### src/rtl/wgt_buf_responder_pkg.sv
`default_nettype none
// ============================================================================
// Module   : wgt_buf_responder_pkg
// Brief    : Shared sizing constants, FSM encoding and helpers for the
//            weight-buffer read responder.
// Revision : 1.0 - initial release
// ============================================================================
package wgt_buf_responder_pkg;

    localparam int ADDR_WIDTH  = 9;
    localparam int DATA_WIDTH  = 8;
    localparam int LANES       = 16;
    localparam int LANE_BITS   = $clog2(LANES);
    localparam int ROW_WIDTH   = ADDR_WIDTH - LANE_BITS;
    localparam int CNT_WIDTH   = ROW_WIDTH + 1;
    localparam int DRAIN_WIDTH = $clog2(LANES + 1);

    typedef enum logic [1:0] {
        ST_IDLE   = 2'd0,
        ST_ACTIVE = 2'd1,
        ST_DRAIN  = 2'd2
    } state_e;

    // Request counter increment that sticks at all-ones instead of wrapping.
    function automatic logic [CNT_WIDTH-1:0] sat_inc(input logic [CNT_WIDTH-1:0] v);
        return (&v) ? v : v + 1'b1;
    endfunction

endpackage
`default_nettype wire

### src/rtl/wgt_buf_responder_bank.sv
`default_nettype none
// ============================================================================
// Module   : wgt_bank
// Brief    : One weight bank: synchronous read-first RAM, one write port and
//            one registered read port, ROW_WIDTH address bits deep.
// Revision : 1.0 - initial release
// ============================================================================
module wgt_bank
    import wgt_buf_responder_pkg::*;
(
    input  logic                  clk,
    input  logic                  i_we,
    input  logic [ROW_WIDTH-1:0]  i_waddr,
    input  logic [DATA_WIDTH-1:0] i_wdata,
    input  logic                  i_re,
    input  logic [ROW_WIDTH-1:0]  i_raddr,
    output logic [DATA_WIDTH-1:0] o_rdata
);

    logic [DATA_WIDTH-1:0] mem_q [2**ROW_WIDTH];
    logic [DATA_WIDTH-1:0] rdata_q;

    // Both updates are non-blocking, so a same-row read sees the old word.
    always_ff @(posedge clk) begin
        if (i_we) begin
            mem_q[i_waddr] <= i_wdata;
        end
        if (i_re) begin
            rdata_q <= mem_q[i_raddr];
        end
    end

    assign o_rdata = rdata_q;

endmodule
`default_nettype wire

### src/rtl/wgt_buf_responder.sv
`default_nettype none
// ============================================================================
// Module   : wgt_buf_responder
// Brief    : Banked weight-buffer reader feeding the systolic array with a
//            diagonally skewed row per request, plus preload and burst report.
// Revision : 1.0 - initial release
// ============================================================================
module wgt_buf_responder
    import wgt_buf_responder_pkg::*;
(
    input  logic                        clk,
    input  logic                        rst,
    input  logic                        addr_valid,
    input  logic [ADDR_WIDTH-1:0]       wgt_addr,
    input  logic                        wr_en,
    input  logic [ADDR_WIDTH-1:0]       wr_addr,
    input  logic [DATA_WIDTH-1:0]       wr_data,
    output logic [LANES*DATA_WIDTH-1:0] wgt_data,
    output logic [LANES-1:0]            wgt_valid,
    output logic                        burst_done,
    output logic [CNT_WIDTH-1:0]        burst_len,
    output logic                        align_err
);

    logic [ROW_WIDTH-1:0]  w_rd_row;
    logic [ROW_WIDTH-1:0]  w_wr_row;
    logic [LANE_BITS-1:0]  w_wr_lane;
    logic [DATA_WIDTH-1:0] w_bank_rdata [LANES];

    logic rd_vld_q, rd_vld_d;

    assign w_rd_row  = wgt_addr[ADDR_WIDTH-1:LANE_BITS];
    assign w_wr_row  = wr_addr[ADDR_WIDTH-1:LANE_BITS];
    assign w_wr_lane = wr_addr[LANE_BITS-1:0];

    for (genvar b = 0; b < LANES; b++) begin : g_bank
        logic w_we;
        assign w_we = wr_en && (w_wr_lane == LANE_BITS'(b));

        wgt_bank u_bank (
            .clk     (clk),
            .i_we    (w_we),
            .i_waddr (w_wr_row),
            .i_wdata (wr_data),
            .i_re    (addr_valid),
            .i_raddr (w_rd_row),
            .o_rdata (w_bank_rdata[b])
        );
    end

    // Tracks which cycle's bank output carries a requested row.
    always_comb begin
        rd_vld_d = addr_valid;
    end

    always_ff @(posedge clk) begin
        if (rst) begin
            rd_vld_q <= 1'b0;
        end else begin
            rd_vld_q <= rd_vld_d;
        end
    end

    // Lane i: i+1 register stages. Inner stages shift freely; only the last
    // stage gates its load on valid so an idle lane keeps its last weight.
    for (genvar i = 0; i < LANES; i++) begin : g_lane
        logic [i:0]                 vld_q, vld_d;
        logic [i:0][DATA_WIDTH-1:0] dat_q, dat_d;

        always_comb begin
            vld_d = (i + 1)'({vld_q, rd_vld_q});
            dat_d = ((i + 1) * DATA_WIDTH)'({dat_q, w_bank_rdata[i]});
            if (!vld_d[i]) begin
                dat_d[i] = dat_q[i];
            end
        end

        always_ff @(posedge clk) begin
            if (rst) begin
                vld_q <= '0;
                dat_q <= '0;
            end else begin
                vld_q <= vld_d;
                dat_q <= dat_d;
            end
        end

        assign wgt_data[i*DATA_WIDTH +: DATA_WIDTH] = dat_q[i];
        assign wgt_valid[i]                         = vld_q[i];
    end

    state_e                 state_q, state_d;
    logic [DRAIN_WIDTH-1:0] drain_q, drain_d;
    logic [CNT_WIDTH-1:0]   req_cnt_q, req_cnt_d;
    logic                   burst_done_q, burst_done_d;
    logic [CNT_WIDTH-1:0]   burst_len_q, burst_len_d;
    logic                   align_err_q, align_err_d;

    // The drain count covers the skew depth, so the report fires only once
    // the last lane of the last request has been presented.
    always_comb begin
        state_d      = state_q;
        drain_d      = drain_q;
        req_cnt_d    = req_cnt_q;
        burst_done_d = 1'b0;
        burst_len_d  = burst_len_q;
        align_err_d  = align_err_q;

        if (addr_valid && (wgt_addr[LANE_BITS-1:0] != '0)) begin
            align_err_d = 1'b1;
        end

        if (addr_valid) begin
            state_d   = ST_ACTIVE;
            drain_d   = DRAIN_WIDTH'(LANES);
            req_cnt_d = sat_inc(req_cnt_q);
        end else begin
            unique case (state_q)
                ST_ACTIVE: begin
                    state_d = ST_DRAIN;
                    drain_d = drain_q - 1'b1;
                end
                ST_DRAIN: begin
                    if (drain_q != '0) begin
                        drain_d = drain_q - 1'b1;
                    end else begin
                        state_d = ST_IDLE;
                        if (req_cnt_q != '0) begin
                            burst_done_d = 1'b1;
                            burst_len_d  = req_cnt_q;
                        end
                        req_cnt_d = '0;
                    end
                end
                default: begin
                    state_d = ST_IDLE;
                end
            endcase
        end
    end

    always_ff @(posedge clk) begin
        if (rst) begin
            state_q      <= ST_IDLE;
            drain_q      <= '0;
            req_cnt_q    <= '0;
            burst_done_q <= 1'b0;
            burst_len_q  <= '0;
            align_err_q  <= 1'b0;
        end else begin
            state_q      <= state_d;
            drain_q      <= drain_d;
            req_cnt_q    <= req_cnt_d;
            burst_done_q <= burst_done_d;
            burst_len_q  <= burst_len_d;
            align_err_q  <= align_err_d;
        end
    end

    assign burst_done = burst_done_q;
    assign burst_len  = burst_len_q;
    assign align_err  = align_err_q;

endmodule
`default_nettype wire

### config.mk
export PLATFORM = sky130hd
export DESIGN_NAME = wgt_buf_responder
export DESIGN_NICKNAME = d
export VERILOG_FILES = /design/src/rtl/wgt_buf_responder_pkg.sv /design/src/rtl/wgt_buf_responder_bank.sv /design/src/rtl/wgt_buf_responder.sv
export SDC_FILE = /design/constraint.sdc
export NUM_CORES = 2
export LEC_CHECK = 0
export CAP_MARGIN = 5
export CELL_PAD_IN_SITES_DETAIL_PLACEMENT = 1
export CELL_PAD_IN_SITES_GLOBAL_PLACEMENT = 2
export CORE_ASPECT_RATIO = 1.4
export CORE_MARGIN = 8
export CORE_UTILIZATION = 35
export CTS_BUF_LIST = sky130_fd_sc_hd__clkbuf_16
export DETAILED_ROUTE_END_ITERATION = 16
export PLACE_DENSITY_LB_ADDON = 0.1
export SLEW_MARGIN = 0
export SYNTH_ARGS = -nofsm -noshare
export SYNTH_HDL_FRONTEND = slang
export SYNTH_SLANG_ARGS = --single-unit
### constraint.sdc
create_clock -name clk -period 3.95 [get_ports clk]
set_input_delay 1.185 -clock clk [delete_from_list [all_inputs] [get_ports clk]]
set_output_delay 1.185 -clock clk [all_outputs]
set_load 0.01 [all_outputs]
=== Yosys cells after proc, flatten, opt, wreduce, memory -nomap -nowiden ===
Memories as Yosys holds them, arrays and structs flattened. A register that Yosys moved wholly into a read port is not among the register bits.
Index checks and enable logic that the tools add are counted.

* Bits in writable memories: 4096
* Memories: 16
* Output and inout bits: 152
* Word-level logic and storage cells: 279
* Register bits after elaboration: 1246
* Bits of input ports: 30

* Eq/ne operators: 23
* Bitwise operators: 3
* Multiplexer cells: 43
* Reduce and logical (&&, ||, !) cells: 31
* Add/sub/neg operators: 2

{| class="wikitable"
|+ Memory list
! memory !! depth !! width !! read ports !! clocked after Yosys merged registers in !! write ports !! RTL line !! source
|-
| g_bank[0].u_bank.mem_q || 32 || 8 || 1 || 1 || 1 || wgt_buf_responder_bank.sv:20 || <nowiki>logic [DATA_WIDTH-1:0] mem_q [2**ROW_WIDTH];</nowiki>
|-
| g_bank[10].u_bank.mem_q || 32 || 8 || 1 || 1 || 1 || wgt_buf_responder_bank.sv:20 ||
|-
| g_bank[11].u_bank.mem_q || 32 || 8 || 1 || 1 || 1 || wgt_buf_responder_bank.sv:20 ||
|-
| g_bank[12].u_bank.mem_q || 32 || 8 || 1 || 1 || 1 || wgt_buf_responder_bank.sv:20 ||
|-
| g_bank[13].u_bank.mem_q || 32 || 8 || 1 || 1 || 1 || wgt_buf_responder_bank.sv:20 ||
|-
| g_bank[14].u_bank.mem_q || 32 || 8 || 1 || 1 || 1 || wgt_buf_responder_bank.sv:20 ||
|-
| 10 more memories || - || - || - || - || - || - ||
|}

{| class="wikitable"
|+ Operators by type and width
! cell !! number
|-
| 1-bit two-way mux || 34
|-
| 4-bit == test (second input constant) || 8
|-
| 6-bit two-way mux || 4
|-
| 1-bit logical AND || 17
|-
| 4-bit by 3-bit == test with 1-bit output (second input constant) || 4
|-
| 5-bit two-way mux || 2
|-
| 5-bit one-hot mux with 2 select lines || 1
|-
| 4-bit by 2-bit == test with 1-bit output (second input constant) || 2
|-
| 2-bit != test (second input constant) || 4
|-
| 6-bit by 1-bit adder with 6-bit output (second input constant) || 1
|-
| 3-bit != test (second input constant) || 2
|-
| 6-bit AND reduction || 1
|-
| 6-bit nonzero test || 1
|-
| 5-bit nonzero test || 1
|-
| 5-bit by 1-bit subtractor with 5-bit output (second input constant) || 1
|-
| 4-bit by 1-bit == test with 1-bit output (second input constant) || 1
|-
| 4-bit logical NOT || 1
|-
| 2-bit one-hot mux with 2 select lines || 1
|-
| 2-bit AND reduction || 2
|-
| 4-bit AND reduction || 1
|-
| 2-bit nonzero test || 2
|-
| 4-bit nonzero test || 1
|-
| 4-bit OR reduction || 1
|-
| 1-bit NOT || 3
|-
| 6 further kinds || 6
|}

=== Depth between registers and ports, before layout ===
* Word-level depth: 4
* Gate-level depth with buffers: 8
* Gate-level depth less buffers: 6

=== Cells and area by module ===
A second synthesis with hierarchy kept.

* Cells, all modules: 9410
* Area total of the unflattened synthesis: 194691.7 um2

{| class="wikitable"
|+ Modules (own cells, without submodules)
! module !! cells an instance !! sequential area each (um2) !! times used !! area an instance (um2)
|-
| wgt_bank || 417 || 7927.6 || 16 || 10133.5
|-
| wgt_buf_responder || 2738 || 22541.6 || 1 || 32556.2
|}

=== Least setup slack after synthesis ===
OpenSTA, ideal clock, no wires.

* Kind: input port to flip-flop
* Start: input wgt_addr[4]
* End: register g_bank[7].u_bank.rdata_q[7] (read register of g_bank[7].u_bank.mem_q) (data pin)
* Data required time: 3679 ps
* Slack: 1209 ps
* Library setup time: 271 ps
* Arrival time: 2470 ps
* Cell stages on the path: 7
* Cells stage by stage: buf_4 > buf_6 > buf_6 > mux4_2 > a22o_1 > a41oi_1 > o311ai_1

{| class="wikitable"
|+ RTL lines
! item !! RTL line !! source
|-
| start, declared || wgt_buf_responder.sv:14 || <nowiki>input logic [ADDR_WIDTH-1:0] wgt_addr,</nowiki>
|-
| end, declared || wgt_buf_responder_bank.sv:21 || <nowiki>logic [DATA_WIDTH-1:0] rdata_q;</nowiki>
|}

==> impl_results.md <==
- Aggregate global routing overflow: 0
- Number of buffers created by CTS: 550
- Number of vias per cell after detailed routing: 5.00
- Async S/R FF share, synth: 0%
- Leakage dissipation: 73.4 nW
- H-tree levels: 6
- Total number of clock tree sinks: 5350
- HP Class: reg2reg
- Final net count: 10700
- Clock latency on the worst-skew pair: 1.06 ns
- Maximum number of pins on one net before global-route repair: 150
- Number of DRC violations after detailed routing: 0
- GPL Wtd Cong: 0.769
- Detail Route Antenna Nets: 0
- Maximum vdd drop: 0.000526 V
- Cell at the root of the clock tree: sky130_fd_sc_hd__clkbuf_16
- Hold buffers post-CTS: 0
- Global-route total usage across every layer: 18.3%
- First-pass GRT wire length: 756000 um
- Worst setup slack after placement: -0.362 ns
- Delay of the slowest cell on the worst path: 0.75 ns
- M2 GR Usage: 32.6%
- Detailed-route via count: 92200
- Post-layout util: 41.3%
- Kind of start point of the critical path: register
- Maximum clock skew at final layout: 0.0289 ns
- Distinct cell type count after synthesis: 44
- Max Cap Viol: 0
- Vias in the first global route: 99400
- Critical path class: reg2out
- FF+latch count, synth: 5350
- Detailed Route Iter0 Violations: 7070
- HPWL reported at the end of detailed placement: 334000 um
- Resize count post-CTS: 0
- Number of top-level design ports: 182
- Number of enable flip-flop cells after synthesis: 4224
- Slew @ Worst Pin: 1.19 ns
- PortBufs: 181
- Proportion of layout cells with a drive suffix above 1: 25.2%
- Seq/Total Area, Yosys: 78.3%
- Relative max-transition margin: 20.7%
- Core region area: 545000 um^2
- Synth Warn #: 0
- Final Hold Fails: 0
- Average wire per cell in the routed design: 28.8 um
- Largest delay contributor family on the critical path: flip-flops
- Die outline area: 570000 um^2
- Standard-cell row count: 321
- Floorplan die width: 640 um
- Total setup buffers inserted after CTS: 0
- Commonest cells after routing, fill and taps aside: 4224 x sky130_fd_sc_hd__edfxtp_1, 1126 x sky130_fd_sc_hd__dfxtp_1, 1006 x sky130_fd_sc_hd__mux4_2, 992 x sky130_fd_sc_hd__nor2b_1, 857 x sky130_fd_sc_hd__buf_4
- Avg Inst Size Synth: 19.7 um^2
- Total Routed Length: 531000 um
- Effective utilization at floorplan: 35.0%
- Critical Path, Cell by Cell: clkdlybuf4s50_1
- Global routing met3 resource utilization: 2.34%
- Share of the cycle needed by the critical path after routing: 92.8%
- Die Y: 890 um
- Crit path max-delay cell type: sky130_fd_sc_hd__dfxtp_1
- Power density normalized to cell area: 518 nW/um^2
- Number of iterations in the first detailed-routing pass: 7
- Deepest clock path buffer count: 4
- Most crowded layer after global routing: met2
- Endpoint class of the critical path: output port
- Most common cell after layout, fill and taps aside: sky130_fd_sc_hd__edfxtp_1
- Syn Nets: 9703
- Highest clock rate: 0.273 GHz
- Mapped Area: 191000 um^2
- Area growth from synthesis to final layout: 17.9%
- Final Max Tran Viols: 0
- Final setup vio count: 0
- Largest fanout of any net on the critical path: 10
- TritonCTS clock tree: built
- Fraction of met1 tracks used by global routing: 23.6%
- CP required: 2.76 ns
- Gate Count Post-Synth: 9670
- Run status: complete, no violations
- Top FF cell, synth: sky130_fd_sc_hd__edfxtp_1
- Arrival time of the worst setup path: 2.48 ns
- Critical path buffers and inverters: 1
- Setup repair after global routing missed its margin: no
- Least setup slack across all paths after layout: 0.286 ns
- Clock edge transition at the registers on the reported setup and hold paths: 0.06 ns
- Initial antenna violation count: 52
- Final critical delay including setup and external delays: 3.66 ns
- Filler cells: 51600
==> synthesized netlist by cell type, types with 6 or more instances <==
library cell | number | area [um^2]
sky130_fd_sc_hd__nand2_1 | 67 | 251
sky130_fd_sc_hd__buf_1 | 66 | 248
sky130_fd_sc_hd__o22ai_1 | 500 | 3130
sky130_fd_sc_hd__mux2i_1 | 165 | 1650
sky130_fd_sc_hd__clkbuf_1 | 298 | 1120
sky130_fd_sc_hd__dfxtp_1 | 1126 | 22500
sky130_fd_sc_hd__nor4_1 | 125 | 782
sky130_fd_sc_hd__mux4_2 | 1006 | 22700
sky130_fd_sc_hd__a22oi_1 | 6 | 45.0
sky130_fd_sc_hd__edfxtp_1 | 4224 | 127000
sky130_fd_sc_hd__nand3_1 | 26 | 130
sky130_fd_sc_hd__nor2_1 | 657 | 2470
sky130_fd_sc_hd__nand2b_1 | 7 | 43.8
sky130_fd_sc_hd__a21oi_1 | 12 | 60.1
sky130_fd_sc_hd__nor2b_1 | 992 | 6210
sky130_fd_sc_hd__buf_2 | 107 | 536
sky130_fd_sc_hd__buf_4 | 218 | 1640
==> metrics by stage <==
step                      hold WS (ns)  power [W]  instance area [um^2]  setup TNS, ns  instances
after CTS                        0.310      0.118                225000              0      18400
after floorplan                  0.414     0.0647                191000              0       9670
after global routing             0.353      0.120                225000              0      18400
final                            0.424      0.117                225000              0      18400
after global placement           0.415     0.0673                208000          -8.26      17400
after detailed placement         0.424     0.0674                208000          -4.64      17400
==> layout make-up <==
cell class | count | area (um^2) | share of cell area [%]
tap | 7267 | 9090 | 4.04
clock buffer | 572 | 14300 | 6.36
clock inverter | 411 | 3040 | 1.35
timing repair buffer | 1174 | 11000 | 4.90
inverter | 4 | 15.0 | 0.00667
antenna | 47 | 118 | 0.0523
sequential | 5350 | 149000 | 66.4
multi-input combinational | 3624 | 38000 | 16.9
==> path summary, 6_finish.rpt <==
kind,startpoint,end,slack (ns),cells after the start
setup / recovery,g_lane[4].vld_q[3],wgt_valid[3],0.29,1
hold / removal,g_lane[9].dat_d[12],g_lane[9].dat_d[20],0.42,1
setup reg to reg,drain_q[0],drain_q[1],1.78,5
hold reg to reg,g_lane[9].dat_d[12],g_lane[9].dat_d[20],0.42,1
==> cell families after synthesis <==
family / share of synthesized area [%]
AO/OA/AOI/OAI: 1.82
XOR/XNOR: 0.00459
adder cells (fa/ha/maj): 0.0197
buffers and inverters: 1.88
flip-flops: 78.3
multiplexers: 12.7
AND/OR/NAND/NOR: 5.29
==> per-layer routing <==
metal | share of wire, % | vias to the layer above | wire, um
met2 | 52 | 2087 | 274000
met5 | 0.0060 | - | 32
met1 | 41 | 49400 | 219000
met4 | 2.9 | 6 | 15400
li1 | - | 40000 | -
met3 | 4.3 | 737 | 23000
==> where the power goes <==
part           total (W)  switching, W  internal (W)  leakage, nW
combinational    0.00463       0.00294       0.00169         17.2
clock             0.0506        0.0219        0.0287         9.03
sequential        0.0613      0.000217        0.0611         47.2
total              0.117        0.0251        0.0915         73.4
==> flip-flops by register name, summed over array words and instances (netlist names) <==
register               cells
burst_len                  6
g_lane.vld_q              16
drain_q                    5
burst_done                 1
wgt_data                 120
g_lane.dat_q             128
req_cnt_q                  6
g_bank.u_bank.o_rdata    128
state_q                    2
align_err                  1
g_lane.dat_d             840
g_bank.u_bank.mem_q     4096
g_lane.vld_d               1
No activity file was read; power rests on OpenSTA's default activity.
